$ cat src/rtl/timer_dev_if.sv
// Data-side bus port of the countdown timer: word address, write strobe, store data,
// combinational read data and the level interrupt back to the core.
interface timer_dev_if;
  logic [1:0]  addr;
  logic        we;
  logic [31:0] wdata;
  logic [31:0] rdata;
  logic        irq;

  modport master (output addr, we, wdata, input rdata, irq);
  modport slave  (input addr, we, wdata, output rdata, irq);
endinterface

$ cat src/rtl/timer_dev.sv
// Memory-mapped countdown timer, one-shot or auto-reload, with a maskable level interrupt.
// Latency: register writes land on the edge; reads are combinational with zero added latency.
// Backpressure: none; every bus access completes in the cycle it is presented.
module timer_dev (
  input  logic        clk,
  input  logic        reset,
  timer_dev_if.slave  bus
);

  typedef enum logic [1:0] {IDLE, LOAD, CNT, INT} state_t;

  state_t      state;
  logic        ctrl_en;
  logic [1:0]  ctrl_mode;
  logic        ctrl_im;
  logic [31:0] preset;
  logic [31:0] count;
  logic        irq_flag;

  logic ctrl_wr;
  logic preset_wr;

  assign ctrl_wr   = bus.we && (bus.addr == 2'd0);
  assign preset_wr = bus.we && (bus.addr == 2'd1);

  always_ff @(posedge clk) begin
    if (!reset) begin
      state     <= IDLE;
      ctrl_en   <= 1'b0;
      ctrl_mode <= 2'd0;
      ctrl_im   <= 1'b0;
      preset    <= 32'd0;
      count     <= 32'd0;
      irq_flag  <= 1'b0;
    end else begin
      case (state)
        IDLE: begin
          if (ctrl_en) state <= LOAD;
        end
        LOAD: begin
          count    <= preset;
          irq_flag <= 1'b0;
          state    <= CNT;
        end
        CNT: begin
          if (!ctrl_en) begin
            state <= IDLE;
          end else if (count > 32'd1) begin
            count <= count - 32'd1;
          end else begin
            // A preset of 0 lands here too, so it expires like a preset of 1.
            count    <= 32'd0;
            irq_flag <= 1'b1;
            state    <= INT;
          end
        end
        INT: begin
          if (ctrl_mode == 2'd1) begin
            irq_flag <= 1'b0;
            state    <= LOAD;
          end else begin
            ctrl_en <= 1'b0;
            state   <= IDLE;
          end
        end
        default: state <= IDLE;
      endcase

      // Bus writes come last so they override same-edge FSM updates to CTRL and irq_flag.
      if (ctrl_wr) begin
        ctrl_en   <= bus.wdata[0];
        ctrl_mode <= bus.wdata[2:1];
        ctrl_im   <= bus.wdata[3];
        irq_flag  <= 1'b0;
      end
      if (preset_wr) preset <= bus.wdata;
    end
  end

  always_comb begin
    bus.rdata = 32'd0;
    case (bus.addr)
      2'd0:    bus.rdata = {28'd0, ctrl_im, ctrl_mode, ctrl_en};
      2'd1:    bus.rdata = preset;
      2'd2:    bus.rdata = count;
      default: bus.rdata = 32'd0;
    endcase
  end

  assign bus.irq = irq_flag & ctrl_im;

endmodule

$ cat src/flat_wrapper.sv
// flat-port wrapper written by rule: the top's interface ports become plain ports
module timer_dev_flat 
  (clk, reset, bus_addr, bus_we, bus_wdata, bus_rdata, bus_irq);
  timer_dev_if bus_i ();
  input  logic clk;
  input  logic reset;
  input wire logic [$bits(bus_i.addr)-1:0] bus_addr;
  input wire logic [$bits(bus_i.we)-1:0] bus_we;
  input wire logic [$bits(bus_i.wdata)-1:0] bus_wdata;
  output wire logic [$bits(bus_i.rdata)-1:0] bus_rdata;
  output wire logic [$bits(bus_i.irq)-1:0] bus_irq;
  assign bus_i.addr = bus_addr;
  assign bus_i.we = bus_we;
  assign bus_i.wdata = bus_wdata;
  assign bus_rdata = bus_i.rdata;
  assign bus_irq = bus_i.irq;
  timer_dev u_core (.clk(clk), .reset(reset), .bus(bus_i));
endmodule
$ cat config.mk
export PLATFORM = sky130hd
export DESIGN_NAME = timer_dev_flat
export DESIGN_NICKNAME = d
export VERILOG_FILES = /design/src/rtl/timer_dev_if.sv /design/src/rtl/timer_dev.sv /design/src/flat_wrapper.sv
export SDC_FILE = /design/constraint.sdc
export NUM_CORES = 1
export LEC_CHECK = 0
export CAP_MARGIN = 20
export CORE_MARGIN = 8
export CORE_UTILIZATION = 45
export DETAILED_ROUTE_END_ITERATION = 16
export GPL_TIMING_DRIVEN = 1
export PLACE_DENSITY = 0.73
export SETUP_SLACK_MARGIN = 0.4
export SYNTH_ARGS = -nofsm -noshare
export SYNTH_HDL_FRONTEND = slang
export SYNTH_SLANG_ARGS = --single-unit
$ cat constraint.sdc
create_clock -name clk -period 2.25 [get_ports clk]
set_input_delay 0.5625 -clock clk [delete_from_list [all_inputs] [get_ports clk]]
set_output_delay 0.5625 -clock clk [all_outputs]
set_load 0.05 [all_outputs]
== Word-level counts from Yosys, hierarchy flattened ==
Cells that the tools add are included.
W data, S select, Z words.

* Bits in registers: 71
* Input bits: 37
* Output and inout port bits: 33
* Word-level logic and storage cells: 51

* Add/sub/neg operators: 1
* $lt $le $gt $ge: 1
* Equal/unequal tests: 12
* Multiplexer cells: 16
* Bitwise operators: 2
* Reductions and logical operators: 12

{| class="wikitable"
|+ Operator list
! kind !! number
|-
| $pmux W32 S3 || 1
|-
| $mux W32 || 2
|-
| $pmux W32 S2 || 1
|-
| $gt A32 B1 Y1 const B || 1
|-
| $sub A32 B1 Y32 const B || 1
|-
| $ne A2 B1 Y1 const B || 4
|-
| $pmux W2 S4 || 1
|-
| $mux W1 || 7
|-
| $eq A2 B1 Y1 const B || 3
|-
| $eq A2 B2 Y1 const B || 3
|-
| $mux W2 || 3
|-
| $reduce_and A2 Y1 || 3
|-
| $logic_not A2 Y1 || 2
|-
| $reduce_and A4 Y1 || 1
|-
| $reduce_bool A2 Y1 || 2
|-
| $ne A3 B3 Y1 const B || 1
|-
| $pmux W1 S3 || 1
|-
| $reduce_bool A3 Y1 || 1
|-
| $logic_and A1 B1 Y1 || 2
|-
| $ne A2 B2 Y1 const B || 1
|-
| $reduce_or A2 Y1 || 1
|-
| $and A1 B1 Y1 || 1
|-
| $not A1 Y1 || 1
|}

== Longest topological paths before layout ==
* Depth after elaboration: 4
* Depth in mapped cells: 8
* Depth with buffers taken out: 7

== Least setup slack after synthesis ==
Ideal clock, no wire load.

* Path kind: input-to-output
* From: input port bus_addr[1]
* To: output port bus_rdata[10]
* Arrival time: 2044 ps
* Data required time: 1688 ps
* Path slack: -357 ps
* Cell stages on the path: 5
* Path buffers: 3
* Cells stage by stage: clkbuf_1 > nor2b_1 > clkbuf_1 > clkbuf_1 > a22o_1

* Longest elaborated chain between the ends: 2
* Elaborated cells between the ends (all ways): 4
* Classes of those cells: 2 x eq/ne; 1 x mux; 1 x reduce/logical

{| class="wikitable"
|+ RTL lines
! what !! RTL line !! RTL
|-
| from (decl) || flat_wrapper.sv:7 || <nowiki>input wire logic [$bits(bus_i.addr)-1:0] bus_addr;</nowiki>
|-
| $eq A2 B2 Y1, or another cell as far along || timer_dev.sv:82 || <nowiki>case (bus.addr)</nowiki>
|-
| $pmux W32 S3 * || timer_dev.sv:82 ||
|-
| to (decl) || flat_wrapper.sv:10 || <nowiki>output wire logic [$bits(bus_i.rdata)-1:0] bus_rdata;</nowiki>
|}

Every way passes the cells marked *; elsewhere a longest branch is shown, timed or not.

== Final worst setup path ==
* From: input port bus_addr[0]
* To: output port bus_rdata[15]

The elaborated chain is that of the path after synthesis.

==> impl_summary.md <==
Status
The run finished with clean final reports.

Clocking
No sink is reached through more buffers than the 2 on the longest clock path. The post-CTS clock slew at the launch and capture registers of the worst setup and hold paths is 0.09 ns. The CTS buffer count is 9. The total number of H-tree levels is 3.

The buffer cell driving the clock tree root is clkbuf_8. The insertion delay to the later sink of the worst-skew pair is 0.36 ns. CTS saw 71 sinks. TritonCTS built the clock tree.

The quantity of hold-fixing buffers added after cts is 0.

Setup path
The register-to-register setup slack is 0.27 ns. The start of the worst register-to-register path is u_core.count[9]$_SDFFE_PN0P_. The slowest cell on the critical path is a22o_4. The data required time of the critical path is 1.69 ns. STA classifies the critical path startpoint as a primary input. The worst reg-to-reg path cell count is 8.

On the worst path, the slowest cell contributes a delay of 0.23 ns. The critical path data arrival time is 1.48 ns. In this run the critical register-to-register path is captured at u_core.count[18]$_SDFFE_PN0P_. The start-to-end type of the worst setup path is primary input to primary output.

The worst-path maximum fanout is 6. The kind of capture point of the worst setup path is a primary output. Walking the worst path, the cells encountered are buf_8, nor2b_4, buf_4, clkbuf_16, a22o_4, buf_12.

Floorplan
The chip height is 111.7 µm. The number of primary I/O pins is 70. The initial utilization of the core area, before any placement, comes to 45.44%. The die extent in x is 111.7 µm. The floorplan has 35 rows. The die area is 0.01247 mm². The region available for standard cell placement spans 0.009065 mm².

GRT
Summed over all layers, the global routing overflow is 0. The initial antenna violation count came to 0. The number of global-route vias before repair is 5018.

The global-route total usage across every layer is 25.22%. The global-route wire length before repair is 25400 µm. Entering global routing, the biggest net connects 30 pins.

STA
The transition time at the pin with the least slew margin is 0.5806 ns. Headroom to the max-slew limit came out at 61.00%. The clock skew is 0.01322 ns. The final-report max-slew violation count is 0. Of the available clock period, the critical path in the final layout requires 90.94%.

Setup repair after global routing could not meet its margin everywhere. Setup total negative slack on the finished layout was measured at 0 ns. Setup violations remaining at the end of the flow were counted as 0.

The shortest period the worst path allows is 2.046 ns. The final hold violation count is 0. Hold timing on the final database bottoms out at a slack of 0.4478 ns.

The upper clock frequency limit is 488.7 MHz.

Power
For this design the static power due to leakage is 0.002831 µW. The worst vdd rail ir drop is 0.0003625 V. The ratio of total power to cell area is 511.8 mW/mm².

Overall power consumption after layout is estimated at 3619 µW.

Synthesis
The async set-reset flop share out of synthesis is 0%. The number of different library cells used by synthesis comes to 62. After synthesis, the largest area contributor takes up 34.51% of total cell area. The dominant register cell in the synthesized netlist is dfxtp_1. The commonest cells after synthesis are nand2_1 (101), dfxtp_1 (71), a21oi_1 (61). The most repeated cell in the gate-level netlist after synthesis is nand2_1. Counting flops and latches in the post-synthesis netlist gives 71.

Summing the sequential cell areas from Yosys gives 34.51% of the chip area. Synthesis handed over a netlist of 538 instances. The synthesized netlist occupies a cell area of 0.004119 mm². The count of synthesis-stage warnings from yosys is 0. The net count after synthesis is 577. By area the synthesized netlist is led by dfxtp_1 (35%), nand2_1 (9.2%), a21oi_1 (7.4%). Dividing the synthesized area by the synthesized cell count gives 7.656 µm². The number of synthesized flops with an enable pin is 0. The cell taking the most area after synthesis is dfxtp_1.

Route
The DRC marker count from the first detailed-route iteration is 612. The total number of vias is 5277. The pre-antenna-repair detailed-routing pass consisted of 7 iterations. For this block, the routed nets add up to 17820 µm of wire. The DRC violation count after routing is 0. After detailed routing, the average wire length per cell comes to 22.58 µm. The via density per instance is 6.688.

Once detail routing completed, the nets flagged for antenna violations numbered 0.

Cells and area
Fill cells in the final layout number 552. From synthesis to final layout, the design area changed by 71.69%. The number of nets in the layout is 712. In the final layout, the share of cells above drive strength 1 is 40.56%. The count of antenna diodes in the layout is 0. The core occupancy in the finished layout is 78.01%. For this run, the number of standard cells in the final layout without fillers is 789.

Min path
The min-delay analysis places its worst path in the category flop to flop. For hold timing, the worst endpoint is u_core.irq_flag$_SDFFE_PP0P_. The count of cells along the worst hold path is 2.

The startpoint of the lowest-slack hold path is u_core.irq_flag$_SDFFE_PP0P_.

Placed design
The quantity of I/O buffers inserted on ports is 69. The estimated wirelength of the detail-placed design is 10300 µm. After detailed placement, the design holds a cell count of 724. The congestion estimate from routability-driven global placement came to 0.9354.

Job
Across the run, the number of max-cap violations was 0.
-- state kept, by name, indices dropped and copies added, names as in the netlist --
name              count
u_core.ctrl_en        1
u_core.count         32
u_core.ctrl_im        1
u_core.ctrl_mode      2
u_core.preset        32
u_core.state          2
u_core.irq_flag       1
-- where the power goes --
group / switching, µW / internal, µW / total [µW] / leakage [µW]
Combinational: 514 / 460 / 974 / 0.00211
Sequential: 43.4 / 1280 / 1320 / 0.000588
Clock: 528 / 798 / 1330 / 0.000130
Total: 1080 / 2530 / 3620 / 0.00283
-- timing repair --
action	4_1_cts	5_1_grt
setup endpoints to repair	96	63
buffers inserted	24	18
resized for setup	74	51
cloned	5	2
pin swaps	27	43
-- through the flow --
step	area, µm²	worst slack (ns)
final	7072	0.2039
after global routing	7072	0.1918
after CTS	6673	0.2124
after detailed placement	5892	-0.2102
after global placement	5892	-0.1885
after floorplan	4633	0.2360
-- critical path, delay by kind of cell --
| family | cells | cell delay, ns |
|---|---|---|
| buffers and inverters | 4 | 0.55 |
| AO/OA/AOI/OAI | 1 | 0.23 |
| AND/OR/NAND/NOR | 1 | 0.13 |
-- per-layer routing --
metal  GRT usage, %  share of wire [%]
met5              0                  0
met4          14.40                5.4
met3          6.439                9.9
met2          42.16                 48
met1          28.67                 37
-- how the worst max path moves through the flow --
| stage | cells after the start | end | slack (ns) | startpoint |
|---|---|---|---|---|
| after floorplan | 5 | bus_rdata[10] | 0.24 | bus_addr[1] |
| after global placement | 5 | bus_rdata[11] | -0.19 | bus_addr[1] |
| after detailed placement | 5 | bus_rdata[7] | -0.21 | bus_addr[0] |
| after CTS | 6 | bus_rdata[25] | 0.21 | bus_addr[1] |
| after global routing | 6 | bus_rdata[28] | 0.19 | bus_addr[0] |
| final | 6 | bus_rdata[15] | 0.20 | bus_addr[0] |
-- cells by family (layout without fill, tap and decap cells) --
group / Yosys count / count (layout) / share of synthesized area [%]
flops: 71 / 71 / 34.51
xor+xnor: 2 / 2 / 0.4254
simple gates: 221 / 222 / 27.34
buf+inv: 50 / 189 / 5.225
mux: 6 / 6 / 1.488
fa+ha+maj: 2 / 2 / 0.6074
compound gates: 186 / 186 / 30.41
-- cells in the final DEF (no fill, tap or decap), types with 16 or more instances in the layout --
master           instances
nand2_1                 95
buf_4                   69
a21oi_1                 57
dfxtp_1                 50
buf_12                  39
clkdlybuf4s50_1         34
a22o_4                  28
nor2_1                  23
o21ai_0                 23
buf_6                   16
-- final cells by class --
type	count	area [µm²]	area share (%)
timing repair buffer	165	1984	28.06
sequential	71	1473	20.82
multi-input combinational	418	3183	45.01
inverter	8	37.54	0.5308
clock inverter	5	103.9	1.469
tap	111	138.9	1.964
clock buffer	11	151.4	2.141
Note: power is estimated with default switching activity, not from simulation.
